--- src/rtl/ssit_update_ctrl.sv ---
// ssit_update_ctrl
// Collects memory-order-violation pairs (load index, store index) from two
// reporters into a small FIFO. Each pair is issued to the SSIT update port
// with one idle cycle after it, because the SSIT update takes two cycles. The
// block also walks the whole table to clear it, either periodically or when
// asked to.
//
// Ports
//   clock, reset_n              clock; synchronous active-low reset
//   viol{0,1}_v_in              reporter pair valid
//   viol{0,1}_ld/st_index_in    reporter load / store PC index
//   viol{0,1}_rdy_out           reporter may enqueue this cycle
//   clear_req_in                request an immediate full clear
//   ssit_update_v_out           one-cycle update strobe, head pair on index1/2
//   ssit_update_index1/2_out    load / store index of the issued pair
//   ssit_clear_v_out            invalidate the entry at ssit_clear_index_out
//   ssit_clear_index_out        entry being invalidated
//   clear_done_out              high on the last cycle of a clear walk
//   dup_drop_out                an accepted pair was discarded as a duplicate
//
// State table
//   S_IDLE  | may issue the FIFO head, or start a pending clear
//   S_GAP   | second cycle of an SSIT update, nothing issued
//   S_CLEAR | one SSIT entry invalidated per cycle
module ssit_update_ctrl #(
  parameter int IDX_W        = 12,
  parameter int SSIT_SIZE    = 4096,
  parameter int FIFO_DEPTH   = 4,
  parameter int CLEAR_PERIOD = 1000000
) (
  input  logic             clock,
  input  logic             reset_n,
  input  logic             viol0_v_in,
  input  logic [IDX_W-1:0] viol0_ld_index_in,
  input  logic [IDX_W-1:0] viol0_st_index_in,
  output logic             viol0_rdy_out,
  input  logic             viol1_v_in,
  input  logic [IDX_W-1:0] viol1_ld_index_in,
  input  logic [IDX_W-1:0] viol1_st_index_in,
  output logic             viol1_rdy_out,
  input  logic             clear_req_in,
  output logic             ssit_update_v_out,
  output logic [IDX_W-1:0] ssit_update_index1_out,
  output logic [IDX_W-1:0] ssit_update_index2_out,
  output logic             ssit_clear_v_out,
  output logic [IDX_W-1:0] ssit_clear_index_out,
  output logic             clear_done_out,
  output logic             dup_drop_out
);

  localparam int PTR_W  = $clog2(FIFO_DEPTH);
  localparam int CNT_W  = PTR_W + 1;
  localparam int CLR_W  = (SSIT_SIZE > 1) ? $clog2(SSIT_SIZE) : 1;
  // Room for the two extra cycles the counter may run past the threshold
  // before CLEAR is entered (GAP -> IDLE -> CLEAR).
  localparam int PER_W  = $clog2(CLEAR_PERIOD) + 2;
  localparam int PAIR_W = 2 * IDX_W;

  typedef enum logic [1:0] {S_IDLE, S_GAP, S_CLEAR} state_t;

  state_t             state, state_nxt;
  logic [PAIR_W-1:0]  mem [FIFO_DEPTH];
  logic [PTR_W-1:0]   wr_ptr, wr_ptr1, rd_ptr;
  logic [CNT_W-1:0]   count;
  logic [PAIR_W-1:0]  pair0, pair1, head, last_pair;
  logic               last_v, rr_ptr, clear_pending, dup_drop;
  logic [CLR_W-1:0]   clear_ptr;
  logic [PER_W-1:0]   period_cnt;
  logic               free_ge2, free_eq1, acc0, acc1, dup0, dup1, wr0, wr1;
  logic               issue, clear_last, clear_entry;

  assign pair0 = {viol0_ld_index_in, viol0_st_index_in};
  assign pair1 = {viol1_ld_index_in, viol1_st_index_in};
  assign head  = mem[rd_ptr];

  // Space is judged on the count at cycle start; a same-cycle pop never helps.
  assign free_ge2      = count <= CNT_W'(FIFO_DEPTH - 2);
  assign free_eq1      = count == CNT_W'(FIFO_DEPTH - 1);
  assign viol0_rdy_out = free_ge2 | (free_eq1 & ~rr_ptr);
  assign viol1_rdy_out = free_ge2 | (free_eq1 & rr_ptr);

  assign acc0 = viol0_v_in & viol0_rdy_out;
  assign acc1 = viol1_v_in & viol1_rdy_out;
  // viol1 is compared against whatever viol0 leaves as the last-written pair:
  // if viol0 was accepted that is pair0, whether written or dropped.
  assign dup0 = last_v & (pair0 == last_pair);
  assign dup1 = acc0 ? (pair1 == pair0) : (last_v & (pair1 == last_pair));
  assign wr0  = acc0 & ~dup0;
  assign wr1  = acc1 & ~dup1;
  assign wr_ptr1 = wr_ptr + PTR_W'(wr0);

  assign issue       = (state == S_IDLE) & ~clear_pending & (count != '0);
  assign clear_last  = clear_ptr == CLR_W'(SSIT_SIZE - 1);
  assign clear_entry = (state != S_CLEAR) & (state_nxt == S_CLEAR);

  // FSM: state register
  always_ff @(posedge clock) begin
    if (!reset_n) state <= S_IDLE;
    else          state <= state_nxt;
  end

  // FSM: next state
  always_comb begin
    state_nxt = state;
    case (state)
      S_IDLE:  if (clear_pending) state_nxt = S_CLEAR;
               else if (count != '0) state_nxt = S_GAP;
      S_GAP:   state_nxt = S_IDLE;
      S_CLEAR: if (clear_last) state_nxt = S_IDLE;
      default: state_nxt = S_IDLE;
    endcase
  end

  // FSM: outputs
  always_comb begin
    ssit_update_v_out      = 1'b0;
    ssit_update_index1_out = '0;
    ssit_update_index2_out = '0;
    ssit_clear_v_out       = 1'b0;
    ssit_clear_index_out   = '0;
    clear_done_out         = 1'b0;
    if (issue) begin
      ssit_update_v_out      = 1'b1;
      ssit_update_index1_out = head[PAIR_W-1:IDX_W];
      ssit_update_index2_out = head[IDX_W-1:0];
    end
    if (state == S_CLEAR) begin
      ssit_clear_v_out     = 1'b1;
      ssit_clear_index_out = IDX_W'(clear_ptr);
      clear_done_out       = clear_last;
    end
  end

  assign dup_drop_out = dup_drop;

  // FIFO storage has no reset; pointers and count define what is valid.
  always_ff @(posedge clock) begin
    if (wr0) mem[wr_ptr]  <= pair0;
    if (wr1) mem[wr_ptr1] <= pair1;
  end

  always_ff @(posedge clock) begin
    if (!reset_n) begin
      wr_ptr        <= '0;
      rd_ptr        <= '0;
      count         <= '0;
      last_pair     <= '0;
      last_v        <= 1'b0;
      rr_ptr        <= 1'b0;
      dup_drop      <= 1'b0;
      clear_pending <= 1'b0;
      clear_ptr     <= '0;
      period_cnt    <= '0;
    end else begin
      wr_ptr   <= wr_ptr + PTR_W'(wr0) + PTR_W'(wr1);
      rd_ptr   <= rd_ptr + PTR_W'(issue);
      count    <= count + CNT_W'(wr0) + CNT_W'(wr1) - CNT_W'(issue);
      dup_drop <= (acc0 & dup0) | (acc1 & dup1);

      if (wr1) begin
        last_pair <= pair1;
        last_v    <= 1'b1;
      end else if (wr0) begin
        last_pair <= pair0;
        last_v    <= 1'b1;
      end

      if (free_eq1 & (acc0 | acc1)) rr_ptr <= ~rr_ptr;

      if (state == S_CLEAR) begin
        if (clear_last) begin
          clear_ptr     <= '0;
          clear_pending <= 1'b0;
        end else begin
          clear_ptr <= clear_ptr + 1'b1;
        end
      end else if (clear_req_in || period_cnt == PER_W'(CLEAR_PERIOD - 1)) begin
        clear_pending <= 1'b1;
      end

      if (clear_entry)            period_cnt <= '0;
      else if (state != S_CLEAR)  period_cnt <= period_cnt + 1'b1;
    end
  end

endmodule

--- config.mk ---
export PLATFORM = sky130hd
export DESIGN_NAME = ssit_update_ctrl
export DESIGN_NICKNAME = d
export VERILOG_FILES = /design/src/rtl/ssit_update_ctrl.sv
export SDC_FILE = /design/constraint.sdc
export NUM_CORES = 1
export LEC_CHECK = 0
export ABC_AREA = 1
export BUFFER_PORTS_ARGS = -buffer_cell sky130_fd_sc_hd__buf_2
export CORE_MARGIN = 2
export CORE_UTILIZATION = 60
export CTS_CLUSTER_SIZE = 28
export DETAILED_ROUTE_END_ITERATION = 16
export GPL_ROUTABILITY_DRIVEN = 0
export GPL_TIMING_DRIVEN = 0
export HOLD_SLACK_MARGIN = 0.15
export PLACE_DENSITY = 0.81
export SYNTH_ARGS = -nofsm -noshare
export SYNTH_HDL_FRONTEND = slang
export SYNTH_SLANG_ARGS = --single-unit
export TNS_END_PERCENT = 20
--- constraint.sdc ---
create_clock -name clock -period 7.9 [get_ports clock]
set_input_delay 1.58 -clock clock [delete_from_list [all_inputs] [get_ports clock]]
set_output_delay 1.58 -clock clock [all_outputs]
set_load 0.05 [all_outputs]
# Word level (Yosys, flattened, before mapping)
# Memories as Yosys holds them, arrays and structs flattened. A register that Yosys moved wholly into a read port is not among the register bits.
# Cells that the tools add are included.
[word_totals]
register_bits = 71
latch_bits = 0
mem_bits_rw = 96
rom_bits = 0
in_bits = 53
out_inout_bits = 42
elab_cells = 85
memories = 1
[classes]
n_addsub = 8
multipliers = 0
div = 0
n_lt_le_gt_ge = 1
n_eq_ne = 10
shifts = 0
muxes = 24
bitwise_logic = 23
reduce_logical = 7
[mem_list]
columns = ["name", "words", "word_bits", "read_ports", "rd_ports_with_merged_regs", "write_ports", "line", "source"]
rows = [
  ["mem", 4, 24, 1, 1, 2, "62", "logic [PAIR_W-1:0] mem [FIFO_DEPTH];"],
]
[op_table]
columns = ["cell", "n"]
rows = [
  ["== test 24 bit", 3],
  ["2-to-1 mux 12 bit", 4],
  ["2-to-1 mux 24 bit", 2],
  ["adder 22 x 1 -> 22 bit, second input constant", 1],
  ["== test 22 x 20 -> 1 bit, second input constant", 1],
  ["bitwise AND 1 bit", 14],
  ["2-to-1 mux 1 bit", 13],
  ["adder 12 x 1 -> 12 bit, second input constant", 1],
  ["== test 12 bit, second input constant", 1],
  ["2-to-1 mux 2 bit", 4],
  ["adder 2 x 1 -> 2 bit", 3],
  ["adder 3 x 1 -> 3 bit", 2],
  ["NOT 1 bit", 5],
  ["== test 2 bit, second input constant", 2],
  ["inequality test 2 bit, second input constant", 2],
  ["bitwise OR 1 bit", 4],
  ["one-hot mux 2 bit (2 select lines)", 1],
  ["nonzero test 2 bit", 2],
  ["== test 3 x 2 -> 1 bit, second input constant", 1],
  ["<= comparator 3 x 2 -> 1 bit, second input constant", 1],
  ["nonzero test 3 bit", 1],
  ["subtractor 3 x 1 -> 3 bit", 1],
  ["zero test 2 bit", 1],
  ["AND reduction 2 bit", 1],
  ["2 further kinds", 2],
]

# Logic depth before layout (Yosys ltp)
# Gate-level depths: netlist of the first run.
[logic_depth]
ltp_word = 9
depth_mapped = 20

# Least setup slack after synthesis of the first run
# No wires, ideal clock.
[synth_path]
kind = "input to register"
startpoint = "in viol0_ld_index_in[5]"
endpoint = "mem mem[2][0] (netlist name) (enable)"
setup_time_ns = 0.442
arrival_time_ns = 4.343
required_ns = 7.458
path_slack_ns = 3.115
cell_stages = 10
cell_sequence = "buf_2 > inv_1 > o22ai_1 > nor2_1 > nand3_1 > nor2_1 > nand2_1 > nand2_1 > buf_2 > o31ai_1"
[synth_lines]
columns = ["element", "line", "source"]
rows = [
  ["start, declared", "34", "input logic [IDX_W-1:0] viol0_ld_index_in,"],
  ["end, declared", "62", ""],
]

==> run metrics, run 1 <==
Max Cap Violations=0; TNS Setup=0 ps; sequential fraction of design power=34.3%; CP max-delay cell=xnor2_1; Synth top area share=29.0%; worst skew pair latency=440 ps; initial drt markers=1817; root buffer cell=clkbuf_16; DIE AREA=around 0.018 mm^2; Int Power=2.17 mW; Startpoint Class=primary input; Logic pwr share=a little over two fifths; RSZ-0062 raised after global routing=no; status=finished, final reports clean; Crit path largest cell delay=360 ps; unique cell type count in the Yosys netlist=39; nature of the critical path endpoint=flip-flop; WP data required=about 8000 ps; vias in the first global route=9164; Synth area leader=edfxtp_1; drt pass-1 iters=6; clock buffer depth=2; total number of vias=10110; fillcell total=1355; Area Overhead vs Synth=13.5%; LEAKAGE=4.87 nW; Yosys warning count=0; WP data arrival=4820 ps; Synth Register Bits=167; Starting Density=60.6%; initial antenna violation count=0; NetSw=1.66 mW; Ports=95; count of flip-flops with a built-in enable after synthesis=96; final net count=roughly 1500; syn_nets=approximately 1400; worst-path maximum fanout=13; critical path class=primary input to flip-flop; number of setup buffers added after CTS=0; number of core rows=47; top-count cell post-synth=nand2_1; Hold Crit Class=flip-flop to flip-flop; hold_buf cts=0; Max Fclk=0.214 GHz; area of the mapped netlist=0.00994 mm^2; Antenna Nets Post-Route=0; total gr overflow=0; CTS tree=done; post-cts resize count=0; Worst-path clk slew=70 ps; commonest cells in the netlist=nand2_1, nor2_1, o21ai_0; final period utilization=59.2%; Post-synth ARST share=0%; vias per inst=5.90; Worst path most repeated cell=nand2_1; Least-Margin Pin Slew=1140 ps; largest net degree at the start of global routing=18; Max Slew Vio Count=0; Final HPWL DP=21800 um; layout cells sized above 1=a little under an eighth; skew final=13.2 ps; Final setup viols=0; Avg Inst Size Synth=7.17 um^2; CP Buf/Inv Count=7; clock share of power=between 20 and 25%; slew margin rel.=23.4%; drt drc=0; core area=0.0164 mm^2; Area contributors post-synth=edfxtp_1, dfxtp_1, nand2_1, o21ai_0, nor2_1; Port Buffer Count=72; first-pass GRT wire length=47300 um; Reg2Reg Setup Slack=4230 ps; total track usage=34.3%; CTS H-tree depth=4; crit path cell chain=buf_2 > inv_1 > nand2_1 > nand4_1 > nor2_1 > nand2_1 > nor2_1 > nand2_1 > nand2_1 > buf_4 > inv_1 > ha_1 > xnor2_1 > inv_1 > nor2_1 > nand2_2 > buf_2 > o21ai_2 > buf_8; Detailed Route WL=30400 um; WL/cell=17.7 um; final-report hold violation count=0; Ant. Diodes=0; CTS Buf Count=17; sequential fraction of the synthesis area=a little over two fifths; CTS Sinks=167; Min Hold Slack=467 ps; switching part of the total=43.3%; Die Wd=133 um; PwrDens=340 mW/mm^2; die span in y=about 130 um; Max IR drop VDD=203 uV; Tmin final=approximately 4700 ps; CP top delay family=buffers and inverters; Synth Instances=1387; Primary FF master, synth=edfxtp_1
==> tightest hold or removal path: stages, from the launching register on <==
cell and delay (ps):
dfxtp_1 310, nand2_1 60, a21oi_1 50
==> final cells by class <==
class / instances / area [um^2] / share of cell area, %
clock inverters: 8 / 81.3 / 0.721
flip-flops and latches: 167 / 4300 / 38.2
multi-input cells: 1006 / 4750 / 42.1
well taps: 220 / 275 / 2.44
clock buffers: 24 / 526 / 4.66
plain buffers: 83 / 427 / 3.78
inverters: 131 / 492 / 4.36
repair buffers: 76 / 420 / 3.73
==> state kept, by name (all words and copies together), names as in the netlist <==
signal	cells
clear_pending	1
clear_ptr	12
count	3
dup_drop_out	1
last_pair	24
last_v	1
mem	96
period_cnt	22
rd_ptr	2
rr_ptr	1
state	2
wr_ptr	2
==> metal layers <==
layer	global-route usage (%)	routed length (um)	up-vias
li1	-	-	4732
met1	47.1	11500	4468
met2	54.1	13500	788
met3	7.01	4200	122
met4	12.7	1080	0
met5	0	0	-
==> cells by family after synthesis <==
kind of cell | count (synthesis) | synth area share [%]
XOR/XNOR | 40 | 3.52
flip-flops | 167 | 43.3
AND/OR/NAND/NOR | 710 | 30.0
AO/OA/AOI/OAI | 247 | 12.6
buffers and inverters | 214 | 9.24
adder cells (fa/ha/maj) | 9 | 1.28
==> cells in the final DEF, fill, tap and decap left out, drive strengths merged <==
master	instances
nor3	26
a21oi	75
dfxtp	71
and3	1
o22ai	4
o31ai	2
o211ai	1
nand2	361
inv	133
bufinv	1
nand3	75
nor3b	1
nand3b	1
a211oi	1
nor4	3
nor2	194
ha	7
xor2	13
o21ai	164
or2	1
xnor2	27
clkinvlp	1
nand4	43
and2	4
clkinv	4
clkbuf	53
fa	2
buf	130
edfxtp	96
==> final timing paths <==
path / from / end / cells past startpoint
setup / recovery: viol0_ld_index_in[7] / mem[1][4] / 19
hold / removal: period_cnt[19] / period_cnt[19] / 2
setup reg to reg: last_pair[12] / mem[1][4] / 17
hold reg to reg: period_cnt[19] / period_cnt[19] / 2
==> power groups by stage <==
stage	sequential, mW	clock [mW]	combinational, mW
after floorplan	1.31	0	1.17
after global placement	1.33	0	1.55
after detailed placement	1.33	0	1.63
after CTS	1.31	0.846	1.64
after global routing	1.34	0.880	1.81
final	1.31	0.850	1.67
==> stage by stage <==
stage | area (um^2) | setup slack [ps] | util (%) | std cells | total power [mW]
detailed placement | 10700 | 2880 | 65.0 | 1683 | 2.95
finish | 11300 | 3220 | 68.7 | 1715 | 3.84
global route | 11300 | 3070 | 68.7 | 1715 | 4.02
floorplan | 9940 | 3110 | - | 1387 | 2.48
CTS | 11300 | 3330 | 68.7 | 1715 | 3.80
global placement | 10600 | 1600 | 64.5 | 1679 | 2.88
No activity file was read; power rests on OpenSTA's default activity.
==> run 2: changes to the inputs <==
--- a/config.mk
+++ b/config.mk
@@ -8,13 +8,13 @@
 export ABC_AREA = 1
 export BUFFER_PORTS_ARGS = -buffer_cell sky130_fd_sc_hd__buf_2
 export CORE_MARGIN = 2
-export CORE_UTILIZATION = 60
+export CORE_UTILIZATION = 54
 export CTS_CLUSTER_SIZE = 28
 export DETAILED_ROUTE_END_ITERATION = 16
 export GPL_ROUTABILITY_DRIVEN = 0
 export GPL_TIMING_DRIVEN = 0
 export HOLD_SLACK_MARGIN = 0.15
-export PLACE_DENSITY = 0.81
+export PLACE_DENSITY = 0.77
 export SYNTH_ARGS = -nofsm -noshare
 export SYNTH_HDL_FRONTEND = slang
 export SYNTH_SLANG_ARGS = --single-unit
==> constraint.sdc (replaced) <==
create_clock -name clock -period 4.24 [get_ports clock]
set_input_delay 0.848 -clock clock [delete_from_list [all_inputs] [get_ports clock]]
set_output_delay 0.848 -clock clock [all_outputs]
set_load 0.05 [all_outputs]
==> run 2 against run 1 <==
Die area increased by 11%. Clock skew decreased by 2.0 ps. Clock-buffer cell count decreased by 7. Cell count increased by 0.52%. Flip-flop and latch count unchanged. Sequential power increased by 86%. Total power increased by 86%. Via count decreased by 1.2%. Non-clock buffer count unchanged. Setup slack got worse by 2900 ps. Design area increased by 0.17%. Critical endpoint is now mem[1][18]. Highest routed layer unchanged.
==> run metrics, run 2 (synthesis results as in run 1) <==
status=finished, final reports clean; Area Overhead vs Synth=13.6%; Logic pwr share=43.7% (about the same); worst setup margin=275 ps (-2950 ps); dpl ws=-69.2 ps (-2950 ps); drt drc=0 (unchanged); Final HPWL DP=22300 um (+2.0%); CP top delay family=simple AND/OR/NAND/NOR gates; reg2reg end=mem[1][18]; number of setup buffers added after CTS=0 (unchanged); largest net degree at the start of global routing=17 (-1); worst-path maximum fanout=13 (unchanged); CTS H-tree depth=4 (unchanged); switching part of the total=43.9% (+0.55 points); total track usage=31.1% (-3.2 points); Startpoint Class=primary input; Crit path largest cell delay=380 ps (+20 ps); critical path class=primary input to flip-flop; Die Wd=140 um (+5.2%); Regs by FF count=mem (96), last_pair (24), period_cnt (22); die span in y=140 um (+5.2%); clock share of power=22.1% (about the same); Biggest register=mem; layout cells sized above 1=11.8% (unchanged); TNS Setup=0 ps (unchanged); CP max-delay cell=xnor2_1; clock buffer depth=2 (unchanged); Crit. path cell count=18 (-1); Reg2Reg Launch Point=last_pair[0]; R2R cell count=16 (-1); final-report hold violation count=0 (unchanged); vias in the first global route=9099 (-0.71%); final period utilization=a little over 90%; skew final=11.2 ps (-2.02 ps); sequential fraction of design power=34.2% (about the same); NetSw=3.13 mW (+89%); commonest non-fill, non-tap cell in the layout=nand2_1; root buffer cell=clkbuf_16; crit path cell chain=buf_2 > inv_1 > nor2_1 > nor3_1 > nand3_1 > nor2_1 > nand2_1 > nand2_1 > buf_4 > inv_1 > ha_1 > xnor2_1 > inv_1 > nor2_1 > nand2_2 > buf_2 > o21ai_2 > buf_8; CTS tree=done; PwrDens=632 mW/mm^2 (+86%); drt pass-1 iters=8 (+2); Max Fclk=0.252 GHz; WP data arrival=4100 ps (-720 ps); total gr overflow=0 (unchanged); nature of the critical path endpoint=flip-flop; CTS Sinks=167 (unchanged); LEAKAGE=4.86 nW (-0.24%); Port Buffer Count=72 (unchanged); Starting Density=55.2% (-5.4 points); DIE AREA=0.0195 mm^2 (+11%); total number of vias=9993 (-1.2%); Tmin final=3970 ps; number of core rows=49 (+4.3%); core area=0.0180 mm^2 (+9.9%); Least-Margin Pin Slew=1190 ps (+51.3 ps); initial antenna violation count=0 (unchanged); Hold Crit Class=flip-flop to flip-flop; WL/cell=17.7 um (+0.14%); Detailed Route WL=30600 um (+0.67%); first-pass GRT wire length=47400 um (+0.22%); critical path launch point=viol0_st_index_in[0]; final net count=1544 (unchanged); max reg flops=96 (unchanged); Max Slew Vio Count=0 (unchanged); critical hold path startpoint=period_cnt[19]; end of the critical path=mem[1][18]; Antenna Nets Post-Route=0 (unchanged); CP Buf/Inv Count=7 (unchanged); hold_buf cts=0 (unchanged); Worst-path clk slew=70 ps (about the same); Int Power=4.01 mW (+84%); post-cts resize count=0 (unchanged); vias per inst=5.80 (-1.7%); worst skew pair latency=440 ps (about the same); CTS Buf Count=17 (unchanged); Reg2Reg Setup Slack=540 ps (-3690 ps); Ports=95 (unchanged); initial drt markers=1381 (-24%); slew margin rel.=19.9% (-3.4 points); Ant. Diodes=0 (unchanged); most frequent cells in the layout=nand2_1, nor2_1, o21ai_0; Final setup viols=0 (unchanged); RSZ-0062 raised after global routing=no; Max IR drop VDD=437 uV (+110%); WP data required=4380 ps (-3660 ps); Max Cap Violations=0 (unchanged)
-- run 2: cell types whose count changed in the layout (fill, tap and decap cells not counted) --
cell        delta
inv_6          +4
clkbuf_8       -3
buf_16         +2
buf_8          -2
clkbuf_16      -2
clkinvlp_4     +2
inv_4          -2
bufinv_16      +1
clkbuf_1       -1
clkbuf_2       -1
clkinv_1       +1
inv_8          +1
-- run 2: per-layer routing --
| layer | part of all wire (%) | track usage [%] |
|---|---|---|
| met5 | 0 | 0 |
| met4 | 3.4 | 11.3 |
| met3 | 12 | 5.51 |
| met2 | 46 | 49.6 |
| met1 | 39 | 42.8 |
-- run 2: area by class of cell --
type                            instances  area [um^2]
Buffer                                 83          427
Clock buffer                           17          425
Clock inverter                         15          164
Fill cell                            1634         6730
Inverter                              131          492
Multi-Input combinational cell       1006         4750
Sequential cell                       167         4300
Tap cell                              229          287
Timing Repair Buffer                   76          445
-- run 2: power groups by stage --
stage                     Clock [mW]  Combinational [mW]  Sequential (mW)
final                           1.58                3.12             2.44
after global routing            1.64                3.41             2.48
after CTS                       1.58                3.07             2.44
after detailed placement           0                3.06             2.47
after global placement             0                2.89             2.48
after floorplan                    0                2.18             2.44
-- run 2: worst min-delay path by stage --
stage / endpoint / cells after the start
finish: period_cnt[19] / 2
global route: period_cnt[0] / 2
CTS: period_cnt[19] / 2
detailed placement: period_cnt[19] / 2
global placement: period_cnt[19] / 2
floorplan: period_cnt[19] / 2
-- run 2: metrics by stage --
| stage | total power, mW | instances | area, um^2 | utilization (%) | hold slack (ps) |
|---|---|---|---|---|---|
| 3_3_place_gp | 5.37 | 1688 | 10600 | 58.7 | 454 |
| 5_1_grt | 7.53 | 1724 | 11300 | 62.7 | 498 |
| 6_report | 7.14 | 1724 | 11300 | 62.7 | 474 |
| 2_1_floorplan | 4.62 | 1387 | 9940 | - | 445 |
| 3_5_place_dp | 5.53 | 1692 | 10700 | 59.4 | 463 |
| 4_1_cts | 7.09 | 1724 | 11300 | 62.7 | 474 |
-- run 2: worst min-delay path, cell delays in order, from the launching register on --
cell and delay (ps):
dfxtp_1 310, nand2_1 60, a21oi_1 60
==> run 3: changes to the inputs <==
--- a/config.mk
+++ b/config.mk
@@ -14,7 +14,7 @@
 export GPL_ROUTABILITY_DRIVEN = 0
 export GPL_TIMING_DRIVEN = 0
 export HOLD_SLACK_MARGIN = 0.15
-export PLACE_DENSITY = 0.77
+export PLACE_DENSITY = 0.82
 export SYNTH_ARGS = -nofsm -noshare
 export SYNTH_HDL_FRONTEND = slang
 export SYNTH_SLANG_ARGS = --single-unit
==> run 3 against run 2 <==
Sequential share of layout area fell by 0.080 points. Maximum frequency rose by 0.80%. Critical path type unchanged. Highest routed layer unchanged. Setup slack improved by 32 ps. Combinational power barely moved. Global-route usage fell by 0.26 points. Register-to-register slack barely moved. Routed wire length fell by 0.51%.
==> run metrics, run 3 (synthesis results as in run 1) <==
Max Fclk=0.254 GHz (+0.80%); Area Overhead vs Synth=13.9%; worst-path maximum fanout=13 (unchanged); switching part of the total=43.3% (-0.58 points); Startpoint Class=primary input; WP data required=4370 ps (about the same); Logic pwr share=43.5% (-0.2 points); Ports=95 (unchanged); root buffer cell=clkbuf_16; drt drc=0 (unchanged); commonest non-fill, non-tap cell in the layout=nand2_1; PwrDens=633 mW/mm^2 (about the same); most frequent cells in the layout=nand2_1, nor2_1, o21ai_0; Die Wd=140 um (unchanged); number of core rows=49 (unchanged); Least-Margin Pin Slew=1170 ps (-19.4 ps); Reg area=0.00430 mm^2 (unchanged); Post-DP Area=0.0107 mm^2 (unchanged); Starting Density=55.2% (unchanged); NetSw=3.10 mW (-1.1%); Hold Crit Class=flip-flop to flip-flop; Int Power=4.06 mW (+1.3%); final period utilization=92.8% (-0.75 points); TNS Setup=0 ps (unchanged); layout cells sized above 1=11.8% (about the same); Regs by FF count=mem (96), last_pair (24), period_cnt (22); PnR Total Power=7.16 mW (+0.27%); LEAKAGE=4.87 nW (+0.22%); DIE AREA=0.0195 mm^2 (unchanged); skew final=9.85 ps (-1.33 ps); largest net degree at the start of global routing=17 (unchanged); vias per inst=5.83 (+0.57%); WP data arrival=4070 ps (-30 ps); Port Buffer Count=72 (unchanged); number of setup buffers added after CTS=0 (unchanged); worst skew pair latency=430 ps (about the same); CTS Buf Count=17 (unchanged); sequential fraction of design power=34.1% (about the same); Tmin final=3930 ps (-31.7 ps); Min Hold Slack=479 ps (+4.97 ps); worst setup margin=307 ps (+31.7 ps); clock share of power=22.4% (+0.3 points); CTS Sinks=167 (unchanged); total track usage=30.8% (-0.26 points); status=finished, final reports clean; Max Slew Vio Count=0 (unchanged); Antenna Nets Post-Route=0 (unchanged); initial antenna violation count=4 (+4); final-report hold violation count=0 (unchanged); post-layout util=62.8% (+0.13 points); Biggest register=mem; total number of vias=10067 (+0.74%); Final HPWL DP=22100 um (-0.93%); Max Cap Violations=0 (unchanged); placed insts=1692 (unchanged); post-cts resize count=0 (unchanged); die span in y=140 um (unchanged); critical path class=primary input to flip-flop; WL/cell=17.6 um (-0.68%); drt pass-1 iters=9 (+1); Non-Filler Instances=1727 (+0.17%); Max IR drop VDD=419 uV (-3.9%); vias in the first global route=9260 (+1.8%); Detailed Route WL=30400 um (-0.51%); core area=0.0180 mm^2 (unchanged); first-pass GRT wire length=47400 um (about the same); area occupied by multi-input gates=0.00475 mm^2 (unchanged); nature of the critical path endpoint=flip-flop; clock buffer depth=2 (unchanged); Final Cell Area=0.0113 mm^2 (+0.21%); CTS tree=done; Worst-path clk slew=70 ps (about the same); dpl ws=-49.9 ps (+19.2 ps); fillcell total=1567 (-4.1%); total gr overflow=0 (unchanged); Final setup viols=0 (unchanged); initial drt markers=1672 (+21%); CTS H-tree depth=4 (unchanged); RSZ-0062 raised after global routing=no; hold_buf cts=0 (unchanged); slew margin rel.=21.2% (+1.3 points); max reg flops=96 (unchanged); final net count=1544 (unchanged)
-- run 3: cell count changes in the layout (fill, tap and decap cells not counted), sizes merged --
| cell | before | now |
|---|---|---|
| diode | 0 | 4 |
| inv | 136 | 132 |
| clkinv | 5 | 8 |
| bufinv | 2 | 3 |
| clkinvlp | 3 | 2 |
-- run 3: path summary, 6_finish.rpt --
kind	start	slack, ps	cells past startpoint	endpoint
setup / recovery	viol0_ld_index_in[7]	310	19	mem[1][9]
hold / removal	period_cnt[19]	480	2	period_cnt[19]
setup reg to reg	last_pair[12]	530	17	mem[1][9]
hold reg to reg	period_cnt[19]	480	2	period_cnt[19]
-- run 3: power by group through the flow --
| stage | logic (mW) | clock network [mW] | registers, mW |
|---|---|---|---|
| floorplan | 2.18 | 0 | 2.44 |
| global placement | 2.87 | 0 | 2.48 |
| detailed placement | 3.04 | 0 | 2.47 |
| CTS | 3.07 | 1.60 | 2.44 |
| global route | 3.39 | 1.67 | 2.48 |
| finish | 3.12 | 1.60 | 2.44 |
-- run 3: worst max-delay path: stages --
cell	delay, ps
buf_2	220
inv_1	110
nand2_1	80
nand4_1	100
nor2_1	110
nand2_1	60
nor2_1	140
nand2_1	270
nand2_1	160
buf_4	220
inv_1	80
ha_1	190
xnor2_1	360
inv_1	110
nor2_1	140
nand2_2	90
buf_2	200
o21ai_2	320
buf_8	250
-- run 3: layout make-up --
type	count	share of cell area, %
antenna	4	0.0884
buffer	83	3.77
clock buffer	17	3.76
clock inverter	14	1.57
inverter	131	4.34
multi-input combinational	1006	42.0
sequential	167	38.0
tap	229	2.53
timing repair buffer	76	3.93
-- run 3: layer usage --
layer | vias to the layer above | GRT usage, % | share of wire (%)
li1 | 4736 | - | -
met1 | 4486 | 41.5 | 38
met2 | 733 | 48.1 | 46
met3 | 112 | 5.47 | 12
met4 | 0 | 15.5 | 4.1
met5 | - | 0 | 0
